--- config.mk ---
export PLATFORM = sky130hd
export DESIGN_NAME = edge_frame_packer
export DESIGN_NICKNAME = d
export VERILOG_FILES = /design/src/rtl/edge_pkg.sv /design/src/rtl/sync_fifo.sv /design/src/rtl/edge_frame_packer.sv
export SDC_FILE = /design/constraint.sdc
export NUM_CORES = 1
export LEC_CHECK = 0
export ABC_AREA = 1
export CAP_MARGIN = 20
export CORE_ASPECT_RATIO = 1.4
export CORE_UTILIZATION = 63
export DETAILED_ROUTE_END_ITERATION = 6
export PLACE_DENSITY = 0.79
export SYNTH_ARGS = -nofsm -noshare
export SYNTH_HDL_FRONTEND = slang
export SYNTH_SLANG_ARGS = --single-unit
--- constraint.sdc ---
create_clock -name clk -period 6.1 [get_ports clk]
set_input_delay 1.22 -clock clk [delete_from_list [all_inputs] [get_ports clk]]
set_output_delay 1.22 -clock clk [all_outputs]
set_load 0.01 [all_outputs]
--- src/rtl/edge_pkg.sv ---
// Shared FSM state type, FIFO entry width and line-size helper for the edge frame packer.
package edge_pkg;

    typedef enum logic [1:0] {
        IDLE    = 2'd0,
        ARMED   = 2'd1,
        CAPTURE = 2'd2,
        DRAIN   = 2'd3
    } state_e;

    // One FIFO entry is {tlast, byte}.
    localparam int ENTRY_W = 9;

    function automatic int BYTES_PER_LINE(input int h_res);
        return h_res / 8;
    endfunction

endpackage

--- src/rtl/sync_fifo.sv ---
// Single-clock first-word-fall-through FIFO; head visible 1 clk after the write.
// Push on full is dropped unless a pop happens in the same cycle.
module sync_fifo #(
    parameter int W     = 9,
    parameter int DEPTH = 64
) (
    input  logic         clk,
    input  logic         rst,
    input  logic         push_i,
    input  logic [W-1:0] push_dat_i,
    input  logic         pop_i,
    output logic [W-1:0] pop_dat_o,
    output logic         full_o,
    output logic         empty_o
);

    localparam int AW = (DEPTH > 1) ? $clog2(DEPTH) : 1;

    logic [W-1:0]  mem_q [DEPTH];
    logic [AW-1:0] wr_q, rd_q;
    logic [AW:0]   cnt_q;
    logic          do_push, do_pop;

    assign empty_o   = (cnt_q == '0);
    assign full_o    = (cnt_q == (AW+1)'(DEPTH));
    assign do_pop    = pop_i & ~empty_o;
    // A simultaneous pop frees the slot, so a push at full still lands.
    assign do_push   = push_i & (~full_o | do_pop);
    assign pop_dat_o = mem_q[rd_q];

    always_ff @(posedge clk) begin
        if (rst) begin
            wr_q  <= '0;
            rd_q  <= '0;
            cnt_q <= '0;
        end else begin
            if (do_push) wr_q <= wr_q + AW'(1);
            if (do_pop)  rd_q <= rd_q + AW'(1);
            case ({do_push, do_pop})
                2'b10:   cnt_q <= cnt_q + (AW+1)'(1);
                2'b01:   cnt_q <= cnt_q - (AW+1)'(1);
                default: cnt_q <= cnt_q;
            endcase
        end
    end

    always_ff @(posedge clk) begin
        if (do_push) mem_q[wr_q] <= push_dat_i;
    end

endmodule

--- src/rtl/edge_frame_packer.sv ---
// Binarises one armed frame of edge pixels and packs 8 pixels per byte, MSB first, into an AXI-stream.
// Byte valid 2 clk after its 8th pixel; bytes pushed into a full FIFO are dropped and flagged.
module edge_frame_packer
    import edge_pkg::*;
#(
    parameter int WIDTH      = 8,
    parameter int H_RES      = 640,
    parameter int V_RES      = 480,
    parameter int EDGE_TH    = 128,
    parameter int FIFO_DEPTH = 64
) (
    input  logic             clk,
    input  logic             rst,
    input  logic             i_capture,
    input  logic             i_vsync,
    input  logic             i_hsync,
    input  logic             i_de,
    input  logic [WIDTH-1:0] i_data,
    output logic [7:0]       o_tdata,
    output logic             o_tvalid,
    input  logic             i_tready,
    output logic             o_tlast,
    output logic             o_busy,
    output logic             o_overflow,
    output logic             o_frame_err
);

    localparam int LW = (V_RES > 1) ? $clog2(V_RES) : 1;

    state_e               state_q, state_d;
    logic                 vs_q, de_q;
    logic [7:0]           sh_q, sh_d, sh_ins;
    logic [2:0]           bit_q, bit_d;
    logic [LW-1:0]        line_q, line_d;
    logic                 push_q, push_d;
    logic [ENTRY_W-1:0]   push_dat_q, push_dat_d;
    logic                 ovf_q, ovf_d, ferr_q, ferr_d;

    logic                 vs_rise, de_fall, pix_bit, last_line, tag_last;
    logic                 fifo_pop, fifo_full, fifo_empty;
    logic [ENTRY_W-1:0]   fifo_wdat, fifo_dat;
    logic                 unused_cfg;

    // hsync and the line width play no part in the packing datapath.
    assign unused_cfg = ^{i_hsync, 32'(BYTES_PER_LINE(H_RES))};

    assign vs_rise   = i_vsync & ~vs_q;
    assign de_fall   = ~i_de & de_q;
    assign pix_bit   = (i_data >= WIDTH'(EDGE_TH));
    assign sh_ins    = sh_q | (8'(pix_bit) << (3'd7 - bit_q));
    assign last_line = (line_q == LW'(V_RES - 1));

    // A full last line completes its final byte the cycle before de falls, so that
    // byte is still on the push port when the line end is seen: tag it in flight.
    assign tag_last  = (state_q == CAPTURE) & de_fall & (bit_q == 3'd0) & last_line;
    assign fifo_wdat = {push_dat_q[8] | tag_last, push_dat_q[7:0]};
    assign fifo_pop  = ~fifo_empty & i_tready;

    always_comb begin
        state_d    = state_q;
        sh_d       = sh_q;
        bit_d      = bit_q;
        line_d     = line_q;
        push_d     = 1'b0;
        push_dat_d = push_dat_q;
        ovf_d      = ovf_q | (push_q & fifo_full & ~fifo_pop);
        ferr_d     = ferr_q;
        case (state_q)
            IDLE: begin
                if (i_capture) begin
                    state_d = ARMED;
                    ovf_d   = 1'b0;
                    ferr_d  = 1'b0;
                end
            end
            ARMED: begin
                if (vs_rise) begin
                    state_d = CAPTURE;
                    sh_d    = '0;
                    bit_d   = '0;
                    line_d  = '0;
                end
            end
            CAPTURE: begin
                if (vs_rise) begin
                    state_d = DRAIN;
                    ferr_d  = 1'b1;
                    sh_d    = '0;
                    bit_d   = '0;
                end else if (i_de) begin
                    if (bit_q == 3'd7) begin
                        push_d     = 1'b1;
                        push_dat_d = {1'b0, sh_ins};
                        sh_d       = '0;
                        bit_d      = '0;
                    end else begin
                        sh_d  = sh_ins;
                        bit_d = bit_q + 3'd1;
                    end
                end else if (de_fall) begin
                    if (bit_q != 3'd0) begin
                        push_d     = 1'b1;
                        push_dat_d = {last_line, sh_q};
                    end
                    sh_d  = '0;
                    bit_d = '0;
                    if (last_line) state_d = DRAIN;
                    else           line_d  = line_q + LW'(1);
                end
            end
            DRAIN: begin
                if (fifo_empty && !push_q) state_d = IDLE;
            end
            default: state_d = IDLE;
        endcase
    end

    always_ff @(posedge clk) begin
        if (rst) begin
            state_q    <= IDLE;
            vs_q       <= 1'b0;
            de_q       <= 1'b0;
            sh_q       <= '0;
            bit_q      <= '0;
            line_q     <= '0;
            push_q     <= 1'b0;
            push_dat_q <= '0;
            ovf_q      <= 1'b0;
            ferr_q     <= 1'b0;
        end else begin
            state_q    <= state_d;
            vs_q       <= i_vsync;
            de_q       <= i_de;
            sh_q       <= sh_d;
            bit_q      <= bit_d;
            line_q     <= line_d;
            push_q     <= push_d;
            push_dat_q <= push_dat_d;
            ovf_q      <= ovf_d;
            ferr_q     <= ferr_d;
        end
    end

    sync_fifo #(
        .W     (ENTRY_W),
        .DEPTH (FIFO_DEPTH)
    ) u_fifo (
        .clk        (clk),
        .rst        (rst),
        .push_i     (push_q),
        .push_dat_i (fifo_wdat),
        .pop_i      (fifo_pop),
        .pop_dat_o  (fifo_dat),
        .full_o     (fifo_full),
        .empty_o    (fifo_empty)
    );

    // Gate the head so stale memory is never visible while empty.
    assign o_tvalid    = ~fifo_empty;
    assign o_tdata     = fifo_empty ? 8'h00 : fifo_dat[7:0];
    assign o_tlast     = ~fifo_empty & fifo_dat[8];
    assign o_busy      = (state_q != IDLE);
    assign o_overflow  = ovf_q;
    assign o_frame_err = ferr_q;

endmodule

---- Word level (Yosys, flattened, before mapping) ----
Memories as Yosys holds them, arrays and structs flattened. A register that Yosys moved wholly into a read port is not among the register bits.
Index checks and enable logic that the tools add are counted.
word-level totals
  memories ................................ 1
  input port bits ......................... 15
  output and inout port bits .............. 13
  word-level logic and storage cells ...... 129
  RAM bits ................................ 576
  flip-flop bits (word level) ............. 55
memory list
  memory        words  bits a word  read ports  clocked after memory_dff  wr ports  line             text
  u_fifo.mem_q  64     9            1           1                         1         sync_fifo.sv:19  logic [W-1:0] mem_q [DEPTH];
operators by class
  magnitude comparators ................... 1
  bitwise gates (word level) .............. 22
  reduce and logical (&&, ||, !) cells .... 18
  shifts and indexed selects .............. 1
  add/subtract/negate cells ............... 7
  multiplexer cells ....................... 45
  eq/ne operators ......................... 21
operator list
  cell                                                           count
  9-bit 2-to-1 mux                                               9
  8-bit 2-to-1 mux                                               6
  9-bit case mux with 2 select lines                             1
  2-bit != test, second input constant                           8
  8-bit case mux with 2 select lines                             1
  3-bit 2-to-1 mux                                               5
  2-bit 2-to-1 mux                                               7
  7-bit case mux with 2 select lines                             1
  6-bit by 1-bit adder with 6-bit output, second input constant  2
  6-bit 2-to-1 mux                                               2
  6-bit AND reduction                                            2
  2-bit nonzero test                                             6
  1-bit AND                                                      11
  1-bit 2-to-1 mux                                               10
  9-bit by 1-bit adder with 9-bit output, second input constant  1
  9-bit == test, second input constant                           1
  3-bit != test, second input constant                           3
  8-bit greater-or-equal comparator, second input constant       1
  8-bit bitwise OR                                               1
  2-bit case mux with 4 select lines                             1
  1-bit by 3-bit << shifter with 8-bit output                    1
  7-bit by 1-bit adder with 7-bit output, second input constant  1
  7-bit == test, second input constant                           1
  7-bit logical NOT                                              1
  20 further kinds                                               32

---- Logic depth before layout (Yosys ltp) ----
Gate-level depths: netlist of run 1.
  depth in word-level cells ............... 8
  mapped depth ............................ 19
  gate-level depth less buffers ........... 18

---- Hierarchy ----
A second synthesis of run 1 with hierarchy kept.
second synthesis, totals
  cell total of the unflattened synthesis .. 2465
  area total of the unflattened synthesis .. 26874.5 um^2
by module, submodules not included
  module             cells each  sequential area each (um^2)  area each (um^2)  times used
  sync_fifo          2163        17797.1                      24810.0           1
  edge_frame_packer  302         720.7                        2064.5            1

---- Least setup slack after synthesis of run 1 ----
No wires, ideal clock.
  kind .................................... input to register
  from .................................... in i_de
  to ...................................... mem u_fifo.mem_q[0][8] (data pin)
  path slack .............................. 1.117 ns
  stages on the path ...................... 4
  data arrival time ....................... 4.264 ns
  cell sequence ........................... buf_2 -> nor2_1 -> nand2_1 -> o31ai_1
between the ends
  cells in the longest elaborated chain, start to end .. 6
ends and longest elaborated chain
  what                    line                     text
  start: declaration      edge_frame_packer.sv:17  input logic i_de,
  1-bit inverter          edge_frame_packer.sv:48  assign de_fall = ~i_de & de_q;
  1-bit AND               edge_frame_packer.sv:48
  1-bit AND (3 in a row)  edge_frame_packer.sv:55  assign tag_last = (state_q == CAPTURE) & de_fall & (bit_q == 3'd0) & last_line;
  1-bit bitwise OR        edge_frame_packer.sv:56  assign fifo_wdat = {push_dat_q[8] | tag_last, push_dat_q[7:0]};
  named net fifo_wdat[8]  edge_frame_packer.sv:41  logic [ENTRY_W-1:0] fifo_wdat, fifo_dat;
  end: declaration        sync_fifo.sv:19
The timed path passes the listed nets, and every way through them passes these cells.

==> metrics, run 1 <==
Hold WC Path Type=flip-flop to flip-flop; PnR Total Power=10800 uW; clk_skew=26.46 ps; hold depth=2; Overflow after GRT=0; most common cell after layout, fill and taps aside=nand2_1; Fin Setup TNS=0 ps; global-route wire length before repair=93.56 mm; post-route insts no fill=2962; Row Count=88; Cell Chain, Critical Path=inv_6 -> buf_4 -> nand3_1 -> nand3_1 -> nand2_1 -> nand2_1 -> nand3_1 -> nand3_1 -> a21oi_1 -> clkdlybuf4s50_1; fillers=2872; crit path launch type=flip-flop; critical path class=flip-flop to primary output; Net Sw Frac=32.09%; leakage=0.01077 uW; CTS resizes=0; Worst R2R Start=u_fifo.cnt_q[1]; routed vias=17880; CTS buffer count=55; syn nets=2429; vias in the first global route=17270; Clk Latency, worst-skew pair=600 ps; postcts setup bufs=0; number of I/O pins=28; CP max stage delay=980 ps; Synth Register Bits=637; final antenna-violating net count=0; post-synth cell types=35; HPWL Detailed=34.30 mm; number of vias per cell=6.037; pwr/cell area=377.9 nW/um2; YS warnings=0; most used cell, CP=nand3_1; Hold Vio Cnt, Final=0; # hold bufs at CTS=0; setup repair after global routing missed its margin=no; crit end category=primary output; Hold Crit Start=sh_q[4]; Worst Tran Pin Value=1047 ps; total wire length=60.39 mm; outcome=complete, no violations; P_sw=3465 uW; Int Pwr=7332 uW; Total Routing Usage GR=28.63%; initial antenna violation count=2; TritonCTS clock tree=yes; CP required=4880 ps; period utilization=91.38%; die area=42880 um2; Worst R2R End=u_fifo.mem_q[10][0]; worst hold slack=445.9 ps; Max Fclk=179.4 MHz; Reg clk slew, reported paths=60 ps; Starting Density=64.15%; H-tree depth=2; Worst Path Max Fanout=85; Die H=244.6 um; area growth from synthesis to layout=7.855%; gpl congestion=0.9434; clock tree root driver cell=clkbuf_16; n_diodes=0; Rel. slew slack=30.22%; final net count=2405; count of final setup violators=0; Top Family by Delay on Critical Path=buffers and inverters; largest net degree at the start of global routing=114; drt first pass iters=5; R2R setup slack=2650 ps; WHS Endpoint=sh_q[4]; Slew Viols, Final=0; Synth Cell Area=26490 um2; Core ar.=41290 um2; share of cells above drive strength 1=5.698%; Clk pwr share=30.8%; Sequential Power Share=45.8%; combinational power share=23.4%; critical path buffer and inverter count=3; DRC=0; Post-Place Cells=2856; syn_area_per_cell=11.04 um2; max cap viols=0; minimum clock period=5574 ps; Arr. time, crit path=4350 ps; clock buffer depth=3; most frequent cells in the layout=nand2_1, edfxtp_1, nand3_1; drt wl/cell=20.39 um; reg2reg path depth=8; PortBufs=19; Die W=175.3 um; Mapped Cells=2400; VDD IR-drop max=0.0003742 V; Initial DRC Count=2216; slowest CP cell=dfxtp_4; Seq/Total Area, Yosys=69.91%; number of clock sinks=637
## power groups by stage
stage,Clock (uW),Combinational [uW],Sequential (uW)
after floorplan,0,1970,4910
after global placement,0,2380,5030
after detailed placement,0,2460,5040
after CTS,3330,2480,4940
after global routing,3490,2790,4960
final,3320,2530,4940
## area by class of cell
class	instances	area, um2	area share (%)
clock inverters	36	207.7	0.7270
multi-input cells	1562	6915	24.21
clock buffers	67	1495	5.233
well taps	540	675.6	2.365
inverters	72	282.8	0.9898
flip-flops and latches	637	18540	64.88
repair buffers	48	456.7	1.598
## how the worst max path moves through the flow
stage                               to  depth (start not counted)
floorplan           u_fifo.mem_q[0][8]                          4
global placement            o_tdata[0]                         10
detailed placement          o_tdata[5]                         10
CTS                         o_tdata[5]                         10
global route                o_tdata[0]                         10
finish                      o_tdata[0]                         10
## cell families after synthesis
logic type	share of synthesized area [%]
AND/OR/NAND/NOR	23.11
adder cells (fa/ha/maj)	0.6613
flip-flops	69.91
buffers and inverters	4.038
XOR/XNOR	0.2315
AO/OA/AOI/OAI	2.055
## through the flow
| stage | area [um2] | setup WS (ps) | utilization [%] |
|---|---|---|---|
| after detailed placement | 26810 | 1252 | 64.93 |
| after CTS | 28510 | 622.4 | 69.05 |
| after floorplan | 26490 | 1117 | - |
| after global routing | 28570 | 367.4 | 69.19 |
| after global placement | 26810 | 1319 | 64.93 |
| final | 28570 | 525.6 | 69.19 |
## sequential cells by signal (all words and copies together), names as in the netlist, named ones only
name          flops
u_fifo.cnt_q      7
sh_q              8
u_fifo.mem_q    576
u_fifo.wr_q       6
state_q           2
line_q            9
u_fifo.rd_q       6
push_dat_q        9
vs_q              1
o_overflow        1
bit_q             3
de_q              1
o_frame_err       1
push_q            1
## Yosys cell counts (all sizes together)
library cell | count | share of area [%]
xor2 | 5 | 0.17
or2 | 1 | 0.024
a31oi | 4 | 0.094
nor3b | 1 | 0.028
nor3 | 7 | 0.17
a211oi | 3 | 0.085
nor2 | 102 | 1.5
o211a | 1 | 0.038
nand3 | 514 | 9.7
edfxtp | 576 | 65
o31ai | 1 | 0.028
dfxtp | 61 | 4.6
nor4 | 2 | 0.047
nand2 | 800 | 11
o21bai | 1 | 0.028
inv | 69 | 1.0
a21oi | 57 | 1.1
nand4 | 11 | 0.26
clkinv | 3 | 0.043
o21ai | 35 | 0.68
clkbuf | 22 | 0.31
ha | 14 | 0.66
xnor2 | 2 | 0.066
buf | 107 | 2.7
a21o | 1 | 0.028
## tightest hold or removal path, delay by kind of cell, from the launching register on
| kind | cells | cell delay (ps) |
|---|---|---|
| AO/OA/AOI/OAI | 1 | 50 |
| buffers and inverters | 1 | 40 |
| flip-flops | 1 | 310 |
## routing by layer
layer	part of all wire (%)	routed length, um	global-route usage [%]
met5	0.060	36	0
met4	4.2	2534	12.79
met3	8.6	5196	4.306
met2	51	30500	49.07
met1	37	22120	36.16
(Power assumes the default switching activity.)
==> inputs of run 2 (changes only) <==
- SYNTH_HIERARCHICAL: unset -> 1
==> metrics, run 2 <==
outcome=complete, but fails checks; failing checks=DRC; postcts setup bufs=0 (unchanged); Fin Setup TNS=0 ps (unchanged); Clk pwr share=40.0% (+9.2 points); Sequential Power Share=56.0% (+10 points); CP required=4880 ps (about the same); top-area cell type share of the netlist area=64.36% (-0.94 points); reg2reg path depth=18 (+10); VDD IR-drop max=0.0003055 V (-18%); TritonCTS clock tree=yes; Mapped Cells=2465 (+2.7%); hold depth=2 (unchanged); Post-synth top cells=nand2_1, edfxtp_1, nand3_1; vias in the first global route=17660 (+2.3%); Rel. slew slack=30.75% (+0.53 points); critical path class=flip-flop to primary output; PortBufs=19 (unchanged); area growth from synthesis to layout=7.896% (about the same); Row Count=89 (+1.1%); fillers=2952 (+2.8%); Core ar.=42090 um2 (+1.9%); WHS Endpoint=sh_q[5]; Worst R2R End=u_fifo/cnt_q[6]; Total Routing Usage GR=29.03% (+0.41 points); Sequential Area=18540 um2 (unchanged); initial antenna violation count=0 (-2); clk_skew=22.19 ps (-4.269 ps); Hold Crit Start=sh_q[5]; n_diodes=0 (unchanged); total wire length=62.02 mm (+2.7%); R2R setup slack=2580 ps (-70 ps); P_sw=1713 uW (-51%); final antenna-violating net count=0 (unchanged); Int Pwr=6716 uW (-8.4%); count of final setup violators=0 (unchanged); syn_area_per_cell=10.90 um2 (-1.2%); most used standard cell by instance count after synthesis=nand2_1; global-route wire length before repair=95.77 mm (+2.4%); DP Worst Slack=1717 ps (+465.3 ps); YS warnings=6 (+6); Net Sw Frac=20.32% (-12 points); Seq/Total Area, Yosys=68.90% (-1.0 points); Initial DRC Count=2374 (+7.1%); Reg clk slew, reported paths=60 ps (about the same); Top FF cell, synth=edfxtp_1; H-tree depth=2 (unchanged); setup repair after global routing missed its margin=no; Die W=176.6 um (+0.72%); CTS resizes=0 (unchanged); Arr. time, crit path=3880 ps (-470 ps); combinational power share=3.9% (-19 points); biggest area consumer among synthesized cells=edfxtp_1; final net count=2470 (+2.7%); Worst Path Max Fanout=112 (+32%); clock tree root driver cell=clkbuf_16; Hold WC Path Type=flip-flop to flip-flop; pwr/cell area=290.7 nW/um2 (-23%); Slew Viols, Final=0 (unchanged); routed vias=18230 (+1.9%); max cap viols=0 (unchanged); Overflow after GRT=0 (unchanged); CTS buffer count=55 (unchanged); Top reg by flops=u_fifo/mem_q; Synth area leaders=edfxtp_1, nand2_1, nand3_1; Worst Tran Pin Value=1037 ps (-9.428 ps); largest net degree at the start of global routing=181 (+59%); period utilization=83.61% (-7.8 points); leakage=0.01088 uW (+1.0%); Hold Vio Cnt, Final=0 (unchanged); most common cell after layout, fill and taps aside=nand2_1; die area=43500 um2 (+1.4%); crit end category=primary output; # hold bufs at CTS=0 (unchanged); Final WS setup=999.7 ps (+474.1 ps); HPWL Detailed=35.79 mm (+4.4%); Max Fclk=196.1 MHz (+9.3%); gpl congestion=0.9025 (-4.3%); Starting Density=63.85% (-0.31 points); minimum clock period=5100 ps (-474.1 ps); post-synth cell types=46 (+31%); clock buffer depth=3 (unchanged); ys async rst share=0% (unchanged); drt first pass iters=7 (+2); Synth Cell Area=26870 um2 (+1.5%); most frequent cells in the layout=nand2_1, edfxtp_1, nand3_1; multi-input logic area=7292 um2 (+5.4%); crit path launch type=flip-flop; number of vias per cell=6.030 (-0.12%); share of cells above drive strength 1=6.621% (+0.92 points); Die H=246.4 um (+0.72%); number of clock sinks=637 (unchanged); EDFF count, synth=576 (unchanged); Worst R2R Start=u_fifo/cnt_q[2]; number of I/O pins=28 (unchanged); Clk Latency, worst-skew pair=590 ps (about the same); DRC=1 (+1); drt wl/cell=20.51 um (+0.63%); syn nets=2497 (+2.8%); top flop regs=u_fifo/mem_q (576), line_q (9), push_dat_q (9); Largest register FFs=576 (unchanged); Synth Register Bits=637 (unchanged)
## run 2: cell count changes in the layout (fill, tap and decap cells not counted), moves of 4 or more
| cell | delta |
|---|---|
| a21oi_1 | -21 |
| clkbuf_1 | +10 |
| clkinv_1 | -5 |
| clkinv_2 | -15 |
| inv_2 | +8 |
| nand2_1 | +10 |
| nand2_2 | +6 |
| nand3_2 | +7 |
| nand4_1 | +4 |
| nor2_1 | +27 |
| o21ai_0 | -8 |
| or2_0 | +4 |
## run 2: metal layers
| layer | wire length (um) | vias to the layer above | GRT usage, % |
|---|---|---|---|
| li1 | - | 8457 | - |
| met1 | 22550 | 8616 | 37.04 |
| met2 | 31340 | 966 | 49.28 |
| met3 | 5461 | 189 | 3.858 |
| met4 | 2664 | 0 | 13.49 |
| met5 | 0 | - | 0 |
## run 2: how the worst max path moves through the flow
stage | depth (start not counted) | slack [ps] | start | endpoint
6_report | 13 | 1000 | flip-flop | o_tdata[7]
5_1_grt | 13 | 840 | flip-flop | o_tdata[4]
4_1_cts | 13 | 1090 | flip-flop | o_tdata[6]
3_5_place_dp | 13 | 1720 | flip-flop | o_tdata[6]
3_3_place_gp | 13 | 1750 | flip-flop | o_tdata[4]
2_1_floorplan | 14 | 3230 | i_tready | u_fifo/cnt_q[6]
## run 2: cell families (layout without fill, tap and decap cells)
group	after synthesis	count (layout)	share of synthesized area, %
fa+ha+maj	17	17	0.8194
buf+inv	215	227	3.962
xor+xnor	7	7	0.2281
simple gates	1510	1510	24.39
flops	637	637	68.90
compound gates	79	79	1.695
## run 2: final cells by class
cell class	instances	share of cell area, %
Clock buffer	78	5.294
Timing Repair Buffer	47	1.467
Inverter	84	1.156
Multi-Input combinational cell	1613	25.15
Sequential cell	637	63.93
Tap cell	546	2.356
Clock inverter	18	0.6516
## run 2: power groups by stage
stage	registers [uW]	clock network, uW	logic, uW
after floorplan	4820	0	250
after global placement	4820	0	318
after detailed placement	4820	0	327
after CTS	4720	3400	332
after global routing	4720	3570	374
final	4720	3370	333
## run 2: per-stage QoR
stage	cells	total power [uW]	hold WS [ps]	instance area, um2	utilization, %
3_5_place_dp	2927	5145	444.6	27270	64.79
3_3_place_gp	2927	5133	436.7	27270	64.79
2_1_floorplan	2465	5067	429.7	26870	-
5_1_grt	3023	8663	469.5	29000	68.89
4_1_cts	3023	8456	454.1	29000	68.89
6_report	3023	8429	450.4	29000	68.89
## run 2: critical path, stage by stage (launching register included)
cell and delay [ps]:
dfxtp_4 440, inv_8 500, buf_4 430, nand2_1 90, nand3_1 80, nand3_1 90
nand2_1 140, nand2_1 150, nand3_1 180, nand3_1 140, nand2_1 90, inv_1 40
nor2_1 210, clkdlybuf4s50_1 590
